<file path="config.mk">
export PLATFORM = sky130hd
export DESIGN_NAME = psum_drain
export DESIGN_NICKNAME = d
export VERILOG_FILES = /design/src/rtl/eyeriss_pkg.sv /design/src/rtl/psum_drain.sv
export SDC_FILE = /design/constraint.sdc
export NUM_CORES = 1
export LEC_CHECK = 0
export BUFFER_PORTS_ARGS = -buffer_cell sky130_fd_sc_hd__buf_2
export CORE_AREA = 8 8 249 191
export DETAILED_ROUTE_END_ITERATION = 6
export DIE_AREA = 0 0 257 199
export PLACE_DENSITY = 0.76
export SLEW_MARGIN = 20
export SYNTH_ARGS = -nofsm -noshare
export SYNTH_HDL_FRONTEND = slang
export SYNTH_SLANG_ARGS = --single-unit
export TNS_END_PERCENT = 1
</file>
<file path="constraint.sdc">
create_clock -name clk -period 10.44 [get_ports clk]
set_clock_uncertainty 0.05 [all_clocks]
set_input_delay 0.522 -clock clk [delete_from_list [all_inputs] [get_ports clk]]
set_output_delay 0.522 -clock clk [all_outputs]
set_load 0.01 [all_outputs]
</file>
<file path="src/rtl/eyeriss_pkg.sv">
// Shared Eyeriss definitions: psum geometry and the drain FSM state type.
package eyeriss_pkg;

  localparam int PSUM_W    = 32;
  localparam int NUM_LANES = 14;

  typedef enum logic {
    IDLE  = 1'b0,
    DRAIN = 1'b1
  } drain_state_t;

  typedef logic signed [PSUM_W-1:0] psum_t;

endpackage

</file>
<file path="src/rtl/psum_drain.sv">
// Captures one row of PE-array partial sums in a single cycle and streams it word by word to the GLB writer.
// Optional macro PSUM_RELU_EN clamps negative words to zero on the output mux.
module psum_drain #(
  parameter int NUM_LANES = eyeriss_pkg::NUM_LANES,
  parameter int PSUM_W    = eyeriss_pkg::PSUM_W,
  parameter int ADDR_W    = 8,
  localparam int CNT_W    = $clog2(NUM_LANES + 1)
) (
  input  logic                          clk,
  input  logic                          rst,
  input  logic [NUM_LANES*PSUM_W-1:0]   psum_in,
  input  logic                          psum_valid,
  input  logic [CNT_W-1:0]              lane_count,
  input  logic [ADDR_W-1:0]             base_addr,
  output logic [PSUM_W-1:0]             out_data,
  output logic [ADDR_W-1:0]             out_addr,
  output logic                          out_valid,
  input  logic                          out_ready,
  output logic                          busy,
  output logic                          done,
  output logic                          overflow
);

  import eyeriss_pkg::*;

  drain_state_t      state_q, state_d;
  logic [PSUM_W-1:0] lanes_q [NUM_LANES];
  logic [CNT_W-1:0]  idx_q, idx_d;
  logic [CNT_W-1:0]  cnt_q, cnt_d;
  logic [CNT_W-1:0]  cnt_eff;
  logic [ADDR_W-1:0] base_q, base_d;
  logic              ovf_q, ovf_d;
  logic              done_q, done_d;
  logic              capture;
  logic              handshake;
  logic              last_word;
  logic [PSUM_W-1:0] lane_sel;

  // Zero or out-of-range counts mean "drain the whole row".
  always_comb begin
    cnt_eff = lane_count;
    if (lane_count == '0 || lane_count > CNT_W'(NUM_LANES)) begin
      cnt_eff = CNT_W'(NUM_LANES);
    end
  end

  always_comb begin
    capture   = psum_valid && (state_q == IDLE);
    handshake = (state_q == DRAIN) && out_ready;
    last_word = (idx_q == cnt_q - 1'b1);
  end

  always_comb begin
    state_d = state_q;
    idx_d   = idx_q;
    cnt_d   = cnt_q;
    base_d  = base_q;
    ovf_d   = ovf_q;
    done_d  = 1'b0;
    case (state_q)
      IDLE: begin
        if (psum_valid) begin
          state_d = DRAIN;
          idx_d   = '0;
          cnt_d   = cnt_eff;
          base_d  = base_addr;
        end
      end
      DRAIN: begin
        // A capture request during a drain is dropped, including on the final handshake.
        if (psum_valid) begin
          ovf_d = 1'b1;
        end
        if (handshake) begin
          if (last_word) begin
            state_d = IDLE;
            done_d  = 1'b1;
          end else begin
            idx_d = idx_q + 1'b1;
          end
        end
      end
      default: state_d = IDLE;
    endcase
  end

  always_ff @(posedge clk) begin
    if (rst) begin
      state_q <= IDLE;
      idx_q   <= '0;
      cnt_q   <= '0;
      base_q  <= '0;
      ovf_q   <= 1'b0;
      done_q  <= 1'b0;
    end else begin
      state_q <= state_d;
      idx_q   <= idx_d;
      cnt_q   <= cnt_d;
      base_q  <= base_d;
      ovf_q   <= ovf_d;
      done_q  <= done_d;
    end
  end

  always_ff @(posedge clk) begin
    if (rst) begin
      for (int i = 0; i < NUM_LANES; i++) begin
        lanes_q[i] <= '0;
      end
    end else if (capture) begin
      for (int i = 0; i < NUM_LANES; i++) begin
        lanes_q[i] <= psum_in[i*PSUM_W +: PSUM_W];
      end
    end
  end

  always_comb begin
    lane_sel = lanes_q[idx_q];
`ifdef PSUM_RELU_EN
    out_data = lane_sel[PSUM_W-1] ? '0 : lane_sel;
`else
    out_data = lane_sel;
`endif
  end

  // Address arithmetic wraps modulo 2^ADDR_W by construction.
  assign out_addr  = base_q + ADDR_W'(idx_q);
  assign out_valid = (state_q == DRAIN);
  assign busy      = (state_q == DRAIN);
  assign done      = done_q;
  assign overflow  = ovf_q;

endmodule

</file>
# After elaboration in Yosys (flattened, before gate mapping)

Memory sizes are Yosys's and may differ from the RTL's. A register that Yosys moved wholly into a read port is not among the register bits.
Index checks and enable logic that the tools add are counted.

Add/sub/neg operators: 3
Reductions and logical operators: 8
Eq/ne operators: 4
Order comparisons: 1
Bitwise gates (word level): 16
Mux-type cells: 31

Operators by type and width:

| kind                  | number |
|---|---|
| $mux W32              | 14 |
| $mux W4               | 6 |
| $or A1 B1 Y1          | 14 |
| $mux W1               | 9 |
| $add A8 B4 Y8         | 1 |
| $pmux W4 S2           | 1 |
| $add A4 B1 Y4 const B | 1 |
| $eq A4 B4 Y1          | 1 |
| $gt A4 B4 Y1 const B  | 1 |
| $logic_not A4 Y1      | 1 |
| $ne A2 B2 Y1 const B  | 2 |
| $reduce_and A2 Y1     | 2 |
| $sub A4 B1 Y4 const B | 1 |
| $reduce_and A3 Y1     | 1 |
| $reduce_or A3 Y1      | 1 |
| $logic_and A1 B1 Y1   | 2 |
| $ne A2 B1 Y1 const B  | 1 |
| $not A1 Y1            | 2 |
| $pmux W1 S2           | 1 |
| $logic_or A1 B1 Y1    | 1 |

Output and inout bits: 44
Bits in writable memories: 448
Memories kept: 1
Register bits after elaboration: 19

Memories:

| name    | depth | bits a word | read ports | clocked after memory_dff | write ports | RTL line         | RTL |
|---|---|---|---|---|---|---|---|
| lanes_q | 14    | 32          | 1          | 1                        | 14          | psum_drain.sv:27 | `logic [PSUM_W-1:0] lanes_q [NUM_LANES];` |

# Longest topological paths before layout

Gate-level depths: netlist of run 1.

Depth after elaboration: 7
Mapped depth: 8
Depth with buffers taken out: 8

# Least setup slack after synthesis of run 1

Ideal clock, no wire load.

Path kind: input to register
From: in rst
To: mem lanes_q[0][0] (enable)
Data required time: 9590 ps
Cell stages on the path: 3
Slack: 25 ps
Arrival: 9566 ps
Library setup time: 800 ps
Buffers on the path: 1
Path through: clkbuf_1 nor2_1 inv_1

RTL lines:

| element     | RTL line         | RTL |
|---|---|---|
| from (decl) | psum_drain.sv:10 | `input logic rst,` |
| to (decl)   | psum_drain.sv:27 |  |

==> results of run 1 <==
-- layout by cell type, fill, tap and decap left out, drive strengths merged, types with 6 or more instances in the layout --
| master | n |
|---|---|
| a21oi | 15 |
| and2 | 320 |
| buf | 520 |
| clkbuf | 62 |
| clkinv | 17 |
| dfxtp | 23 |
| diode | 12 |
| edfxtp | 448 |
| ha | 6 |
| inv | 9 |
| mux2 | 32 |
| mux4 | 128 |
| nand2 | 19 |
| nor2 | 7 |
| nor2b | 133 |
| nor3 | 7 |
| xnor2 | 8 |
-- final cells by class --
class	count	area, µm²	area share (%)
clock buffer	62	1270	4.99
inverter	9	41.3	0.161
antenna	12	30.0	0.117
tap	586	733	2.87
multi-input combinational	704	6690	26.2
sequential	471	13900	54.5
timing repair buffer	520	2660	10.4
clock inverter	23	214	0.837
-- cell usage after synthesis, drive strengths merged, types with 8 or more instances --
master / n / area, µm²
edfxtp: 448 / 13500
and2: 320 / 2000
nor2b: 133 / 832
mux4: 128 / 2880
clkbuf: 62 / 233
mux2: 32 / 360
buf: 24 / 161
dfxtp: 23 / 460
nand2: 19 / 71.3
a21oi: 15 / 75.1
inv: 9 / 33.8
xnor2: 8 / 70.1
-- critical path, stage by stage, from the launching register on --
cell and delay, ns:
dfxtp_1 0.37, nor2b_1 0.82, nor2_1 0.26, inv_8 0.57, buf_4 0.86, buf_4 0.91
-- kinds of logic (layout without fill, tap and decap cells) --
logic type | Yosys count | in the layout | share of synthesized area [%]
AND/OR/NAND/NOR | 498 | 498 | 14.5
AO/OA/AOI/OAI | 27 | 27 | 0.863
buffers and inverters | 95 | 614 | 2.04
flip-flops | 471 | 471 | 66.2
XOR/XNOR | 11 | 11 | 0.494
other | 0 | 12 | 0
adder cells (fa/ha/maj) | 7 | 7 | 0.452
multiplexers | 161 | 161 | 15.5
-- sequential cells by signal (all words and copies together) (netlist names), named ones only --
register and count:
lanes_q 448, base_q 8, cnt_q 4, idx_q 4, busy 1, done 1, overflow 1
-- how the worst max path moves through the flow --
stage / endpoint / slack (ns) / depth (start not counted)
6_report: lanes_q[0][12]$_SDFFCE_PN0P_ / 6.07 / 5
5_1_grt: lanes_q[7][12]$_SDFFCE_PN0P_ / 5.74 / 5
3_3_place_gp: lanes_q[8][11]$_SDFFCE_PN0P_ / 5.89 / 6
3_5_place_dp: lanes_q[8][12]$_SDFFCE_PN0P_ / 5.77 / 6
2_1_floorplan: lanes_q[0][0]$_SDFFCE_PN0P_ / 0.02 / 3
4_1_cts: lanes_q[0][12]$_SDFFCE_PN0P_ / 6.07 / 5
-- layer usage --
layer	global-route usage, %	wire (µm)	up-vias
met5	0	104	-
met4	5.33	1230	16
met3	5.75	4420	97
met2	33.4	26300	457
met1	24.9	20600	6318
li1	-	-	5683
-- report_power, final --
group	switching (mW)	internal, mW	total, mW
Sequential	0.0444	2.23	2.27
Combinational	0.186	0.201	0.387
Clock	0.696	0.957	1.65
-- per-stage QoR --
step / total power, mW / instances / hold WS, ns / util, % / instance area (µm²)
2_1_floorplan: 2.56 / 1270 / 0.390 / - / 21000
3_3_place_gp: 2.68 / 2289 / 0.400 / 54.8 / 24000
3_5_place_dp: 2.70 / 2289 / 0.404 / 54.8 / 24000
4_1_cts: 4.35 / 2374 / 0.139 / 58.2 / 25500
5_1_grt: 4.45 / 2380 / 0.155 / 58.3 / 25600
6_report: 4.31 / 2387 / 0.175 / 58.3 / 25600
==> summary.txt, run 1 <==
Run status
  • Status: finished clean

Finish
  • # nets final: approximately 2.2k
  • Layout cells sized above 1: 42.0%
  • Fillers: ~3.3k
  • Area grow syn2layout: 21.6%

Routing
  • Drt first pass iters: 5
  • Vias: about 13k
  • Vias per cell: between 5 and 6
  • # DRC: 0
  • Mean routed wirelength per cell: between 20 and 25 µm
  • Initial drt markers: ~1.1k
  • ANT nets after route: 0
  • Drt total wl: about 53000 µm

Clocking
  • Root Driver: clkbuf_16
  • TritonCTS clock tree: yes
  • CTS Hold Bufs: 0
  • H-tree lvl count: 2
  • Clk Latency, worst-skew pair: between 0.5 and 0.6 ns
  • Clock Path Buffers: 3
  • Worst-path clk slew: around 0.06 ns
  • CTS Sinks: around 470
  • Num CTS Buffers: 47
  • # Post-CTS Setup Buffers: 0
  • PostCTS Resize Cnt: 0

Timing
  • Setup Viol. Count Final: 0
  • Setup TNS: 0 ns
  • Fin crit share: between 40% and 50%
  • RSZ-0062 raised after global routing: false
  • Final hold violations: 0
  • Final Max Tran Viols: 0
  • Tmin final: approximately 4.4 ns
  • Fmax: roughly 230 MHz
  • Slew @ Worst Pin: about 1.1 ns
  • Worst slew margin: between 20% and 30%
  • Final worst slack: between 6 and 7 ns

Hold path
  • Hold path cells: 3
  • Hold Crit Start: base_addr[4]
  • HP Class: input pin to flop
  • Worst Hold End: base_q[4]$_SDFFE_PP0P_

Floorplan
  • Row cnt: 67
  • Die area: around 51000 µm²
  • Ports: just over 500
  • Initial Util: around 48%
  • Placeable Area: about 44000 µm²
  • Die Y-Extent: 199 µm
  • Die width: roughly 260 µm

Logic synthesis
  • EDFF count, synth: between 400 and 500
  • Seq/Total Area, Yosys: 66.2%
  • Syn nets: 1741
  • Mapped cell area: 21000 µm²
  • Cell variety after synth: 37
  • Syn Inst Count: around 1.3k
  • Warnings, synthesis: 0
  • Synth Register Bits: 471
  • Ys async rst share: 0%
  • Post-synth top flop: edfxtp_1
  • Mean Syn Cell Area: roughly 17 µm²

Global routing
  • Initial antenna violation count: 17
  • Tot GR Track Use: about a fifth
  • First-pass GRT wire length: 78000 µm
  • Pin count of the biggest net entering global routing: 190
  • Number of global-route vias before repair: about 14k
  • Grt ovf: 0

Place
  • # port buffers: ~510
  • Pre-CTS WS: between 5 and 6 ns
  • Hpwl dp: approximately 37000 µm
  • GP Congestion: 0.821

Setup path
  • Flop2flop setup slack: roughly 6.1 ns
  • CP Max Fanout: approximately 100
  • Setup crit end kind: flop
  • CP startpoint: busy$_SDFF_PP0_
  • Crit path required time: ~11 ns
  • Reg2Reg Capture Point: lanes_q[0][12]$_SDFFCE_PN0P_
  • Arr. time, crit path: between 4 and 5 ns
  • R2r startpoint: busy$_SDFF_PP0_
  • R2R cell count: 5
  • CP Launch Type: flop
  • Critical path class: flop to flop

Pwr
  • Worst vdd rail ir drop: around 0.12 mV
  • Pwr Density: around 170 nW/µm²
  • Leak: roughly 10 nW

Job
  • Maxcap violations: 0
(Power assumes the default switching activity.)
==> inputs of run 2 (changes only) <==
Clock period 10.44 ns to 3.5 ns, I/O delays scaled along.
==> run 2 against run 1 <==
Sequential power rose to 3.0 times the previous value. Global-route usage up 6.8 points. Clock power grew to 3.3 times the previous value. Hold slack lost 0.12 ns. Non-clock buffer count is 486 higher. Clock-buffer cell count fell by 4. Largest cell class unchanged.
==> summary.txt, run 2 (same netlist as run 1, synthesis figures left out) <==
Timing
  • Setup TNS: 0 ns (unchanged)
  • Final hold violations: 0 (unchanged)
  • Fmax: roughly 310 MHz
  • Setup Viol. Count Final: 0 (unchanged)
  • Worst slew margin: 39.8% (+16 points)
  • Fin crit share: about nine tenths
  • Slew @ Worst Pin: 0.903 ns (-0.233 ns)
  • RSZ-0062 raised after global routing: false
  • Tmin final: approximately 3.2 ns
  • Final Max Tran Viols: 0 (unchanged)

Place
  • # port buffers: 507 (unchanged)
  • Cell count after placement: 2311 (+0.96%)
  • GP Congestion: 0.828 (+0.82%)
  • DP Area: 24400 µm² (+1.5%)
  • Hpwl dp: 39400 µm (+7.6%)

Job
  • Maxcap violations: 0 (unchanged)

Floorplan
  • Initial Util: 48.0% (unchanged)
  • Die area: 51100 µm² (unchanged)
  • Ports: 508 (unchanged)
  • Placeable Area: 43800 µm² (unchanged)
  • Die Y-Extent: 199 µm (unchanged)
  • Die width: 257 µm (unchanged)
  • Row cnt: 67 (unchanged)

Hold path
  • Worst Hold End: base_q[1]$_SDFFE_PP0P_
  • Hold path cells: 2 (-1)
  • Hold Crit Start: rst
  • HP Class: input pin to flop

Clocking
  • Clk Latency, worst-skew pair: 0.55 ns (about the same)
  • TritonCTS clock tree: yes
  • H-tree lvl count: 2 (unchanged)
  • CTS Sinks: 471 (unchanged)
  • # Post-CTS Setup Buffers: 0 (unchanged)
  • Num CTS Buffers: 48 (+2.1%)
  • Clock Path Buffers: 3 (unchanged)
  • Root Driver: clkbuf_16
  • PostCTS Resize Cnt: 0 (unchanged)
  • Worst-path clk slew: 0.06 ns (about the same)

Finish
  • Largest register FFs: 448 (unchanged)
  • Post-Layout Cell Count: 2888 (+21%)
  • # nets final: 2711 (+22%)
  • Layout cells sized above 1: 34.6% (-7.4 points)
  • Commonest non-fill, non-tap cells in the layout: 506 x buf_2, 465 x dlygate4sd3_1, 448 x edfxtp_1, 320 x and2_1, 132 x nor2b_1
  • Top reg by flops: lanes_q
  • Most common cell after layout, fill and taps aside: buf_2
  • Area grow syn2layout: 46.2%
  • Final Cell Area: 30800 µm² (+20%)
  • Top flop regs: lanes_q: 448 flops, base_q: 8 flops

Setup path
  • Reg2Reg Capture Point: lanes_q[8][11]$_SDFFCE_PN0P_
  • Arr. time, crit path: 2.97 ns (-1.51 ns)
  • Cell-by-cell trace of the critical path: buf_4 -> mux4_2 -> mux4_2 -> buf_2
  • Crit-path most repeated cell: mux4_2
  • CP Max Fanout: 32 (-69%)
  • R2R cell count: 4 (-1)
  • Crit path required time: 3.27 ns (-7.28 ns)
  • CP Launch Type: flop
  • Slowest stage delay, CP: 0.79 ns (-0.12 ns)
  • CP max stage cell: dfxtp_4
  • R2r startpoint: busy$_SDFF_PP0_
  • Critical path class: flop to output pin
  • Setup crit end kind: output pin
  • Flop2flop setup slack: 1.19 ns (-4.88 ns)

Pwr
  • Leak: 12.3 nW (+22%)
  • Pwr Density: 453 nW/µm² (+170%)
  • Worst vdd rail ir drop: 0.379 mV (+220%)

Global routing
  • Number of global-route vias before repair: 17.2k (+27%)
  • Tot GR Track Use: 26.5% (+6.8 points)
  • First-pass GRT wire length: 103000 µm (+33%)
  • Initial antenna violation count: 16 (-1)
  • Pin count of the biggest net entering global routing: 110 (-42%)
  • Grt ovf: 0 (unchanged)

Routing
  • Vias: 15.6k (+24%)
  • Vias per cell: 5.41 (+2.7%)
  • Drt total wl: 69600 µm (+32%)
  • ANT nets after route: 0 (unchanged)
  • Mean routed wirelength per cell: 24.1 µm (+9.2%)
  • # DRC: 0 (unchanged)
  • Drt first pass iters: 7 (+2)
  • Initial drt markers: 1386 (+30%)

Run status
  • Status: finished clean
==> run 2: repair_timing <==
| item | 4_1_cts | 5_1_grt |
|---|---|---|
| endpoints found under the setup margin | 0 | 0 |
| hold buffers | 465 | 0 |
| hold endpoints to repair | 463 | 0 |
==> run 2: worst max-delay path: cells and delay by family (launching register included) <==
family	cells	cell delay, ns
buf+inv	2	0.54
mux	2	1.05
flops	1	0.79
==> run 2: area by class of cell <==
cell class,instances,area (µm²)
clock buffer,58,1260
clock inverter,31,375
fill,2590,13100
inverter,9,37.5
sequential,471,13900
antenna,23,57.6
timing repair buffer,1006,7650
multi-input combinational,704,6710
tap,586,733
==> run 2: metal layers <==
layer	routed length, µm	vias to the layer above	GRT usage, %	share of wire [%]
met1	24400	7726	29.9	35
met5	23	-	0	0.033
li1	-	6681	-	-
met4	3760	4	14.0	5.4
met2	35900	933	46.9	52
met3	5540	282	6.34	8.0
==> run 2: how the worst max path moves through the flow <==
stage                                        to  slack, ns  cells past startpoint
floorplan           lanes_q[0][0]$_SDFFCE_PN0P_      -4.25                      3
detailed placement                 out_data[11]       0.85                      4
global placement                   out_data[12]       0.86                      4
finish                             out_data[12]       0.30                      4
global route                       out_data[13]       0.17                      4
CTS                                out_data[11]       0.25                      4
==> run 2: stage by stage <==
step / worst slack [ns] / hold slack [ns] / util [%] / power, mW
2_1_floorplan: -4.25 / 0.261 / - / 7.59
3_3_place_gp: 0.857 / 0.368 / 55.7 / 8.07
3_5_place_dp: 0.847 / 0.379 / 55.7 / 8.12
4_1_cts: 0.248 / 0.0178 / 70.0 / 13.8
5_1_grt: 0.165 / 0.0577 / 70.1 / 14.3
6_report: 0.302 / 0.0508 / 70.1 / 13.9
==> run 2: report_power, final <==
part | switching (mW) | internal, mW
sequential | 0.165 | 6.64
combinational | 0.709 | 0.984
clock | 2.25 | 3.18
total | 3.12 | 10.8
==> inputs of run 3 (changes only) <==
Settings changed: CORE_AREA 8 8 249 191 to 8 8 229 176, DIE_AREA 0 0 257 199 to 0 0 237 184, PLACE_DENSITY 0.76 to 0.85.
Clock period 3.5 ns to 3.7 ns, I/O delays scaled along.
==> run 3 against run 2 <==
The flow now stops in 4_1_cts. Synthesized cell count did not move. Synthesized area did not move.
==> summary.txt, run 3 <==
Clocking
  • # Post-CTS Setup Buffers: 0 (unchanged)
  • CTS Sinks: 471 (unchanged)
  • Num CTS Buffers: 45 (-6.3%)
  • PostCTS Resize Cnt: 0 (unchanged)
  • H-tree lvl count: 2 (unchanged)
  • CTS Hold Bufs: 454 (-2.4%)
  • Root Driver: clkbuf_16
  • Clock Path Buffers: 3 (unchanged)

Place
  • # port buffers: 507 (unchanged)
  • GP Congestion: 0.858 (+3.7%)
  • Hpwl dp: 38400 µm (-2.5%)

Logic synthesis
  • Synth Register Bits: 471 (unchanged)
  • Synth cell count leaders: 448 x edfxtp_1, 320 x and2_1, 133 x nor2b_1, 128 x mux4_2, 62 x clkbuf_1
  • Cell variety after synth: 37 (unchanged)
  • Warnings, synthesis: 0 (unchanged)
  • Share of the synthesized area in the top cell type: 64.0% (unchanged)
  • EDFF count, synth: 448 (unchanged)
  • Syn nets: 1741 (unchanged)
  • Cell with the most instances after synthesis: edfxtp_1
  • Ys async rst share: 0% (unchanged)
  • Dominant cells by area after synthesis: edfxtp_1 64%, mux4_2 14%, and2_1 9.5%
  • Area leader, netlist: edfxtp_1
  • Post-synth top flop: edfxtp_1
  • Mean Syn Cell Area: 16.6 µm² (unchanged)
  • Mapped cell area: 21000 µm² (unchanged)
  • Seq/Total Area, Yosys: 66.2% (unchanged)
  • Syn Inst Count: 1270 (unchanged)

Floorplan
  • Die width: 237 µm (-7.8%)
  • Die Y-Extent: 184 µm (-7.5%)
  • Initial Util: 57.5% (+9.6 points)
  • Row cnt: 61 (-9.0%)
  • Ports: 508 (unchanged)

Run status
  • Status: aborted with a tool error
  • Stopping stage: 4_1_cts
  • Error msg: [ERROR RSZ-0060] Max buffer count reached.
-- run 3: cells by family after synthesis --
family          synth area share [%]
compound gates                 0.863
xor+xnor                       0.494
fa+ha+maj                      0.452
buf+inv                         2.04
flops                           66.2
mux                             15.5
simple gates                    14.5
-- run 3: stage by stage --
step                      setup WS (ns)  std cells  hold slack [ns]  instance area (µm²)  TNS (ns)
after detailed placement           1.31       2181            0.384                24000         0
after global placement             1.37       2181            0.377                24000         0
after floorplan                   -4.05       1270            0.271                21000  -1829.08
==> inputs of run 4 (changes only) <==
Settings changed: CORE_AREA 8 8 229 176 to 8 8 239 241, DIE_AREA 0 0 237 184 to 0 0 247 249, PLACE_DENSITY 0.85 to default, PLACE_DENSITY_LB_ADDON from default to 0.15.
==> run 4 against run 3 <==
The run now ends clean.
==> summary.txt, run 4 (same netlist as run 1, synthesis figures left out) <==
Setup path
  • R2r startpoint: busy$_SDFF_PP0_
  • Flop2flop setup slack: approximately 1.4 ns
  • CP Launch Type: flop
  • Reg2Reg Capture Point: lanes_q[10][0]$_SDFFCE_PP0P_
  • Setup crit end kind: output pin
  • CP Max Fanout: 35
  • Crit path required time: roughly 3.5 ns
  • R2R cell count: 5
  • Arr. time, crit path: 2.81 ns
  • Critical path class: flop to output pin

Clocking
  • Root Driver: clkbuf_16
  • TritonCTS clock tree: yes
  • Clk Latency, worst-skew pair: around 0.58 ns
  • CTS Sinks: 471 (unchanged)
  • Worst-path clk slew: 0.06 ns
  • Clock Path Buffers: 3 (unchanged)
  • CTS Hold Bufs: 465 (+2.4%)
  • # Post-CTS Setup Buffers: 0 (unchanged)
  • H-tree lvl count: 2 (unchanged)
  • PostCTS Resize Cnt: 0 (unchanged)
  • Num CTS Buffers: 52 (+16%)

Place
  • Hpwl dp: 40400 µm (+5.1%)
  • DP Area: 24400 µm² (+1.5%)
  • GP Congestion: 0.799 (-6.9%)
  • # port buffers: 507 (unchanged)

Finish
  • Layout cells sized above 1: approximately 34%
  • # nets final: 2704
  • Top flop regs: lanes_q: 448 flops, base_q: 8 flops
  • Largest register FFs: about 450
  • Fillers: 4061
  • Top reg by flops: lanes_q
  • Most common cell after layout, fill and taps aside: buf_2
  • Commonest non-fill, non-tap cells in the layout: 506 x buf_2, 465 x dlygate4sd3_1, 448 x edfxtp_1, 320 x and2_1, 132 x nor2b_1
  • Final Cell Area: a little over 30000 µm²
  • Area grow syn2layout: 46.6%

Global routing
  • Initial antenna violation count: 15
  • First-pass GRT wire length: ~96000 µm
  • Pin count of the biggest net entering global routing: roughly 130
  • Tot GR Track Use: about a fifth
  • Grt ovf: 0
  • Number of global-route vias before repair: about 16k

Timing
  • Setup TNS: 0 ns
  • Worst hold slack: about 0.14 ns
  • Worst slew margin: 35.8%
  • Tmin final: about 3.0 ns
  • Setup Viol. Count Final: 0
  • RSZ-0062 raised after global routing: false
  • Final hold violations: 0
  • Final Max Tran Viols: 0
  • Fin crit share: between 80 and 90%
  • Fmax: approximately 330 MHz
  • Slew @ Worst Pin: 0.964 ns

Routing
  • Initial drt markers: between 800 and 900
  • ANT nets after route: 0
  • Top layer in use: met5
  • # DRC: 0
  • Mean routed wirelength per cell: around 21 µm
  • Met1 Wirelength: between 20000 and 25000 µm
  • Vias per cell: between 4 and 5
  • Drt first pass iters: 4
  • Met3 wire len: slightly below 4000 µm
  • Vias: around 15k
  • WL met2: around 32000 µm
  • Drt total wl: approximately 64000 µm

Pwr
  • Flop pwr share: roughly 48%
  • Int Power: 10.4 mW
  • Pwr Total: roughly 13 mW
  • Leak: 12.3 nW
  • Sw frac: 21.7%
  • Worst vdd rail ir drop: 0.307 mV
  • Net Sw Power: 2.88 mW
  • Pwr Density: around 430 nW/µm²
  • Combinational Power Share: ~12%
  • Clock network fraction of total power: between 40% and 50%

Floorplan
  • Initial Util: 39.5% (-18 points)
  • Ports: 508 (unchanged)
  • Placeable Area: 53300 µm²
  • Die Y-Extent: 249 µm (+35%)
  • Die area: around 62000 µm²
  • Row cnt: 85 (+39%)
  • Die width: 247 µm (+4.2%)

Hold path
  • Worst Hold End: lanes_q[4][30]$_SDFFCE_PN0P_
  • HP Class: input pin to flop
  • Hold Crit Start: rst
  • Hold path cells: 3

Run status
  • Status: finished clean

Job
  • Maxcap violations: 0
-- run 4: power by group through the flow --
stage	Clock [mW]	Combinational [mW]	Sequential, mW
after floorplan	0	0.653	6.53
after global placement	0	1.13	6.52
after detailed placement	0	1.14	6.52
after CTS	5.41	1.54	6.41
after global routing	5.60	1.66	6.45
final	5.29	1.54	6.41
-- run 4: stage by stage --
step                      setup WS (ns)  utilization [%]  instances
after floorplan                   -4.05                -       1270
after global placement             1.19             45.8       2410
after detailed placement           1.18             45.8       2410
after CTS                         0.549             57.8       2970
after global routing              0.475             57.8       2982
final                             0.659             57.9       2985
-- run 4: per-layer routing --
metal | up-vias | global-route usage [%]
li1 | 6649 | -
met1 | 7248 | 24.0
met2 | 543 | 34.6
met3 | 170 | 4.44
met4 | 6 | 9.57
met5 | - | 0
-- run 4: how the worst max path moves through the flow --
stage	from	end	cells after the start
after floorplan	busy$_SDFF_PP0_	lanes_q[0][0]$_SDFFCE_PN0P_	3
after global placement	flop	out_data[25]	4
after detailed placement	flop	out_data[20]	4
after CTS	flop	out_data[20]	4
after global routing	flop	out_data[4]	4
final	flop	out_data[20]	4
-- run 4: worst max-delay path: stages, from the launching register on --
cell and delay [ns]:
dfxtp_4 0.63, buf_12 0.31, mux4_2 0.55, mux4_2 0.51, buf_2 0.17
-- run 4: layout make-up --
class | count | area (µm²) | share of cell area (%)
Sequential cell | 471 | 13900 | 45.2
Timing Repair Buffer | 995 | 7500 | 24.3
Multi-Input combinational cell | 704 | 6710 | 21.8
Clock buffer | 59 | 1350 | 4.38
Tap cell | 696 | 871 | 2.83
Clock inverter | 36 | 389 | 1.26
Inverter | 9 | 37.5 | 0.122
Antenna cell | 15 | 37.5 | 0.122
